==> src/rtl/lock_pkg.sv <==
// Shared types, defaults and width helpers for the lock key sequencer.
package lock_pkg;

    typedef enum logic [0:0] {
        StIdle = 1'b0,
        StRun  = 1'b1
    } lock_state_e;

    localparam int unsigned DefKeyW      = 7;
    localparam int unsigned DefNumEpochs = 2;
    localparam int unsigned DefEpochLen  = 7;

    // Width of an epoch index; never narrower than one bit.
    function automatic int unsigned idx_width(input int unsigned n);
        return (n <= 1) ? 1 : $clog2(n);
    endfunction

    // Width of the lock-period position counter; never narrower than one bit.
    function automatic int unsigned cnt_width(input int unsigned p);
        return (p <= 1) ? 1 : $clog2(p);
    endfunction

endpackage

==> src/rtl/lock_epoch_counter.sv <==
// Nested in-epoch / epoch counters plus the flat lock-period position.
// epoch tracks cnt / EPOCH_LEN without a divider.
module lock_epoch_counter
    import lock_pkg::*;
#(
    parameter int unsigned NUM_EPOCHS = DefNumEpochs,
    parameter int unsigned EPOCH_LEN  = DefEpochLen,
    parameter int unsigned IDX_W      = idx_width(NUM_EPOCHS),
    parameter int unsigned CNT_W      = cnt_width(NUM_EPOCHS * EPOCH_LEN)
) (
    input  logic             clk,
    input  logic             rst,
    input  logic             advance,
    input  logic             clear,
    output logic [CNT_W-1:0] cnt,
    output logic [IDX_W-1:0] epoch,
    output logic [IDX_W-1:0] epoch_next
);

    localparam int unsigned P    = NUM_EPOCHS * EPOCH_LEN;
    localparam int unsigned IN_W = idx_width(EPOCH_LEN);

    logic [IN_W-1:0]  in_q, in_d;
    logic [IDX_W-1:0] ep_q, ep_d;
    logic [CNT_W-1:0] cnt_q, cnt_d;

    // Next-state: clear wins, otherwise step all counters with their wraps.
    always_comb begin
        in_d  = in_q;
        ep_d  = ep_q;
        cnt_d = cnt_q;
        if (clear) begin
            in_d  = '0;
            ep_d  = '0;
            cnt_d = '0;
        end else if (advance) begin
            if (in_q == IN_W'(EPOCH_LEN - 1)) begin
                in_d = '0;
                ep_d = (ep_q == IDX_W'(NUM_EPOCHS - 1)) ? '0 : ep_q + IDX_W'(1);
            end else begin
                in_d = in_q + IN_W'(1);
            end
            cnt_d = (cnt_q == CNT_W'(P - 1)) ? '0 : cnt_q + CNT_W'(1);
        end
    end

    // Counter state registers.
    always_ff @(posedge clk or negedge rst) begin
        if (!rst) begin
            in_q  <= '0;
            ep_q  <= '0;
            cnt_q <= '0;
        end else begin
            in_q  <= in_d;
            ep_q  <= ep_d;
            cnt_q <= cnt_d;
        end
    end

    assign cnt        = cnt_q;
    assign epoch      = ep_q;
    assign epoch_next = ep_d;

endmodule

==> src/rtl/lock_key_sequencer.sv <==
// Time-varying key scheduler: presents key[epoch] on the locked FSM's key
// inputs during each counter window and owns that FSM's reset.
module lock_key_sequencer
    import lock_pkg::*;
#(
    parameter int unsigned KEY_W      = DefKeyW,
    parameter int unsigned NUM_EPOCHS = DefNumEpochs,
    parameter int unsigned EPOCH_LEN  = DefEpochLen,
    parameter int unsigned IDX_W      = idx_width(NUM_EPOCHS),
    parameter int unsigned CNT_W      = cnt_width(NUM_EPOCHS * EPOCH_LEN)
) (
    input  logic             clk,
    input  logic             rst,
    input  logic             cfg_valid,
    output logic             cfg_ready,
    input  logic [IDX_W-1:0] cfg_idx,
    input  logic [KEY_W-1:0] cfg_key,
    output logic             cfg_err,
    input  logic             start,
    input  logic             stop,
    output logic             start_err,
    output logic [KEY_W-1:0] key_out,
    output logic             fsm_rst,
    output logic             running,
    output logic [IDX_W-1:0] epoch,
    output logic [CNT_W-1:0] cnt
);

    lock_state_e           state_q;
    logic [KEY_W-1:0]      key_q [NUM_EPOCHS];
    logic [NUM_EPOCHS-1:0] mask_q;

    logic             idx_ok;
    logic             wr_en;
    logic             advance;
    logic             clear;
    logic [IDX_W-1:0] epoch_next;
    logic [KEY_W-1:0] key_sel;

    assign idx_ok  = 32'(cfg_idx) < NUM_EPOCHS;
    assign wr_en   = (state_q == StIdle) && cfg_valid && idx_ok;
    assign advance = (state_q == StRun) && !stop;
    assign clear   = (state_q == StRun) && stop;

    lock_epoch_counter #(
        .NUM_EPOCHS (NUM_EPOCHS),
        .EPOCH_LEN  (EPOCH_LEN),
        .IDX_W      (IDX_W),
        .CNT_W      (CNT_W)
    ) u_epoch_counter (
        .clk        (clk),
        .rst        (rst),
        .advance    (advance),
        .clear      (clear),
        .cnt        (cnt),
        .epoch      (epoch),
        .epoch_next (epoch_next)
    );

    // Key for the upcoming window; a same-edge rewrite of that slot is forwarded
    // so key_out never lags the key store.
    always_comb begin
        key_sel = key_q[epoch_next];
        if (wr_en && (cfg_idx == epoch_next)) begin
            key_sel = cfg_key;
        end
    end

    // Key store and loaded mask; writable only while idle.
    always_ff @(posedge clk or negedge rst) begin
        if (!rst) begin
            for (int unsigned i = 0; i < NUM_EPOCHS; i++) begin
                key_q[i] <= '0;
            end
            mask_q <= '0;
        end else if (wr_en) begin
            key_q[cfg_idx]  <= cfg_key;
            mask_q[cfg_idx] <= 1'b1;
        end
    end

    // Control FSM with all outputs registered.
    always_ff @(posedge clk or negedge rst) begin
        if (!rst) begin
            state_q   <= StIdle;
            cfg_ready <= 1'b1;
            fsm_rst   <= 1'b1;
            running   <= 1'b0;
            key_out   <= '0;
            cfg_err   <= 1'b0;
            start_err <= 1'b0;
        end else begin
            cfg_err   <= 1'b0;
            start_err <= 1'b0;
            case (state_q)
                StIdle: begin
                    if (cfg_valid && !idx_ok) begin
                        cfg_err <= 1'b1;
                    end
                    // Mask is the registered one: a same-edge write does not count.
                    if (start && !stop) begin
                        if (&mask_q) begin
                            state_q   <= StRun;
                            cfg_ready <= 1'b0;
                            fsm_rst   <= 1'b0;
                            running   <= 1'b1;
                            key_out   <= key_sel;
                        end else begin
                            start_err <= 1'b1;
                        end
                    end
                end
                StRun: begin
                    if (stop) begin
                        state_q   <= StIdle;
                        cfg_ready <= 1'b1;
                        fsm_rst   <= 1'b1;
                        running   <= 1'b0;
                        key_out   <= '0;
                    end else begin
                        key_out <= key_sel;
                    end
                end
                default: begin
                    state_q <= StIdle;
                end
            endcase
        end
    end

endmodule

==> config.mk <==
export PLATFORM = sky130hd
export DESIGN_NAME = lock_key_sequencer
export DESIGN_NICKNAME = d
export VERILOG_FILES = /design/src/rtl/lock_pkg.sv /design/src/rtl/lock_epoch_counter.sv /design/src/rtl/lock_key_sequencer.sv
export SDC_FILE = /design/constraint.sdc
export NUM_CORES = 1
export LEC_CHECK = 0
export CORE_UTILIZATION = 45
export CTS_BUF_LIST = sky130_fd_sc_hd__clkbuf_16
export DETAILED_ROUTE_END_ITERATION = 8
export GPL_TIMING_DRIVEN = 0
export PLACE_DENSITY = 0.76
export SKIP_CTS_REPAIR_TIMING = 1
export SYNTH_ARGS = -nofsm -noshare
export SYNTH_HDL_FRONTEND = slang
export SYNTH_SLANG_ARGS = --single-unit
export TNS_END_PERCENT = 100
==> constraint.sdc <==
create_clock -name clk -period 2.6 [get_ports clk]
set_input_delay 0.26 -clock clk [delete_from_list [all_inputs] [get_ports clk]]
set_output_delay 0.26 -clock clk [all_outputs]
set_load 0.01 [all_outputs]
==> run metrics, run 1 <==
syn_nets 168; non-filler instance count after layout 236; Cell variety after synth 36; CP cell instances clkdlybuf4s50_1, clkbuf_1, nand4b_1, nand2b_1, o21ai_0, o31ai_1; CP delay by family, top buffers and inverters; mux cell area share after synthesis 11.9%; first-pass GRT wire length 6.26 mm; Crit Reg-Reg Startpoint state_q; outcome complete, no violations; Synth area leaders dfrtp_1 49%, mux2_2 9.7%, a221oi_2 6.1%, o21ai_0 3.8%, o31ai_1 3.5%; final wirelength 3.62 mm; Worst path max stage delay 0.46 ns; cts bufs inserted 5; Die X 64.1 µm; RSZ-0062 raised after global routing no; num ports 30; CP endpoint kind register; die height 64.1 µm; crit start category input port; critical path class input port to register; # DRC 0; RD Place Congestion 0.761; P_leak 0.901 nW; PortBufs 27; largest net degree at the start of global routing 36; minimum clock period 1.98 ns; Skew-Pair Late Insertion Delay 0.28 ns; clk slew on worst S/H paths 0.05 ns; Mapped Cells 153; f_max 505 MHz; mapped cell area 0.00173 mm²; Root Buffer clkbuf_16; Hold/Removal Path Class input port to asynchronous set/reset pin; CP Data Arrival Time 2.14 ns; Pwr Density 954 mW/mm²; DR WL/cell 15.3 µm; number of flops mapped to enable cells by yosys 0; HPWL after DPL 2.42 mm; Clock Skews 0.00544 ns; H-tree depth 2; Crit path buffers/inverters 2; largest family of logic cells by synthesized area compound AO/OA/AOI/OAI gates; # setup viols final 0; # nets final 202; Main synth FF type dfrtp_1; core area 0.00369 mm²; grt total ovfl 0; simple-gate share of the synthesized area 13.6%; largest area contributor in the netlist dfrtp_1; Compound-Gate Fraction of Synth Area 17.1%; synthesized area per cell 11.3 µm²; initial antenna violation count 0; Worst Setup SP stop; initial core utilization 47.0%; Total GRT Usage 20.8%; Max-Cap Viols 0; Initial DRT Pass Iterations 4; Post-Synth XOR/XNOR Area 0.505%; number of synthesized register bits 35; Worst Tran Pin Value 0.759 ns; max-slew violation count 0; post-synthesis adder-cell area fraction 1.44%; Die ar. 0.00410 mm²; CTS sink count 35; yosys warns 0; Post-synth ARST share 100%; Worst slew margin 49.4%; Initial DRC Count 38; worst vdd ir 0.524 mV; TritonCTS clock tree built; via/cell ratio 5.56; std cell rows 22; post-synthesis sequential area ratio 50.6%; Inst Count DP 228; worst-case clock buffer depth 2; Yosys top cell area share 49.1%; Area Growth Syn to Fin 28.2%; fin crit share 76.2%; via count 1311; vias in the first global route 1378; WP data required 2.76 ns; ANT nets after route 0; Ant. Diodes 0; final-report hold violation count 0; setup TNS 0 ns; layout cell share with drive strength beyond 1 21.8%; slowest CP cell clkdlybuf4s50_1; CP max FO 10
## metrics by stage
step | area, µm² | total power [W] | hold slack [ns] | utilization, % | setup WS [ns]
6_report | 2220 | 0.00212 | 0.0502 | 60.2 | 0.619
5_1_grt | 2220 | 0.00224 | 0.112 | 60.2 | 0.501
4_1_cts | 2220 | 0.00213 | 0.0829 | 60.2 | 0.674
3_5_place_dp | 2060 | 0.00147 | 0.376 | 55.8 | 0.530
3_3_place_gp | 2060 | 0.00144 | 0.470 | 55.9 | 0.579
2_1_floorplan | 1730 | 0.00118 | -0.0356 | - | 0.938
## report_power, final
| part | internal [W] | total, W | switching, W |
|---|---|---|---|
| sequential | 0.000690 | 0.000813 | 0.000122 |
| combinational | 0.000355 | 0.000652 | 0.000297 |
| clock | 0.000446 | 0.000656 | 0.000210 |
| total | 0.00149 | 0.00212 | 0.000630 |
## sequential cells by signal, summed over array words and instances, names as in the netlist
signal and flops:
u_epoch_counter.in_q 3, u_epoch_counter.epoch 1, running 1, key_out 7, key_q 14, u_epoch_counter.cnt 4
mask_q 2, state_q 1, fsm_rst 1, start_err 1
## per-layer routing
| metal | up-vias | track usage [%] | wire length, µm |
|---|---|---|---|
| met5 | - | 0 | 0 |
| met4 | 0 | 12.2 | 62 |
| met3 | 6 | 6.43 | 135 |
| met2 | 32 | 34.8 | 1820 |
| met1 | 650 | 23.1 | 1600 |
| li1 | 623 | - | - |
## worst reg2reg max path, stage by stage, from the launching register on
cell and delay, ns:
dfrtp_1 0.35, buf_4 0.16, nor2b_1 0.11, buf_4 0.20, and2b_1 0.29, buf_4 0.24
mux2_2 0.35
## layout make-up
cell class,count,area (µm²)
fill,328,1470
timing repair buffer,27,265
buffer,10,57.6
tap,48,60.1
clock buffer,5,125
clock inverter,3,38.8
sequential,35,877
inverter,6,22.5
multi-input combinational,102,776
## cell usage after synthesis, types with 2 or more instances
cell type	number
o22ai_1	3
and2b_1	2
nor4_1	7
clkbuf_1	3
o31ai_1	8
a21oi_1	2
dfrtp_1	34
ha_1	2
nand2b_1	5
inv_1	6
nor2_1	3
a221oi_2	7
nor2b_1	3
o21ai_0	13
buf_4	5
nand2_1	15
mux2_2	15
nand3_1	2
## cells in the final DEF (no fill, tap or decap), types with 2 or more instances in the layout
cell type,instances
a21oi_1,2
clkbuf_1,3
nor2_1,3
o31ai_1,8
nand3_1,2
ha_1,2
clkdlybuf4s50_1,26
inv_1,6
o22ai_1,3
and2b_1,2
buf_2,2
clkbuf_16,5
buf_4,5
nand2b_1,5
nand2_1,15
mux2_2,15
nor4_1,7
o21ai_0,13
nor2b_1,3
dfrtp_1,34
a221oi_2,7
## cells by family after synthesis
logic type | count (synthesis)
AO/OA/AOI/OAI | 38
XOR/XNOR | 1
adder cells (fa/ha/maj) | 2
buffers and inverters | 16
flip-flops | 35
multiplexers | 17
other | 1
AND/OR/NAND/NOR | 43
## path summary, 6_finish.rpt
| path | end | cells after the start | slack, ns |
|---|---|---|---|
| worst max-delay path | key_out[3] | 6 | 0.62 |
| worst min-delay path | u_epoch_counter.cnt[0] | 1 | 0.05 |
| worst max register to register | key_q[8] | 6 | 0.78 |
| worst min register to register | key_out[4] | 2 | 0.48 |
| max in group asynchronous | key_q[0] | 1 | 2.06 |
| min in group clk | key_out[4] | 2 | 0.48 |
Note: power is estimated with default switching activity, not from simulation.
==> run 2: changes to the inputs <==
Clock period 2.6 ns to 2.05 ns, I/O delays scaled along.
==> results of run 2 <==
The final DEF is identical to that of run 1. Status: finished, violations left: negative hold slack.
Among the figures that moved: setup slack after placement 0.530 ns -> 0.0345 ns; setup slack after layout 0.619 ns -> 0.124 ns; hold slack 0.0502 ns -> -0.00484 ns; number of hold violations in the final report 0 -> 2; register-to-register setup slack 0.78 ns -> 0.23 ns; total power 0.00212 W -> 0.00269 W; worst IR drop on VDD 0.524 mV -> 0.664 mV
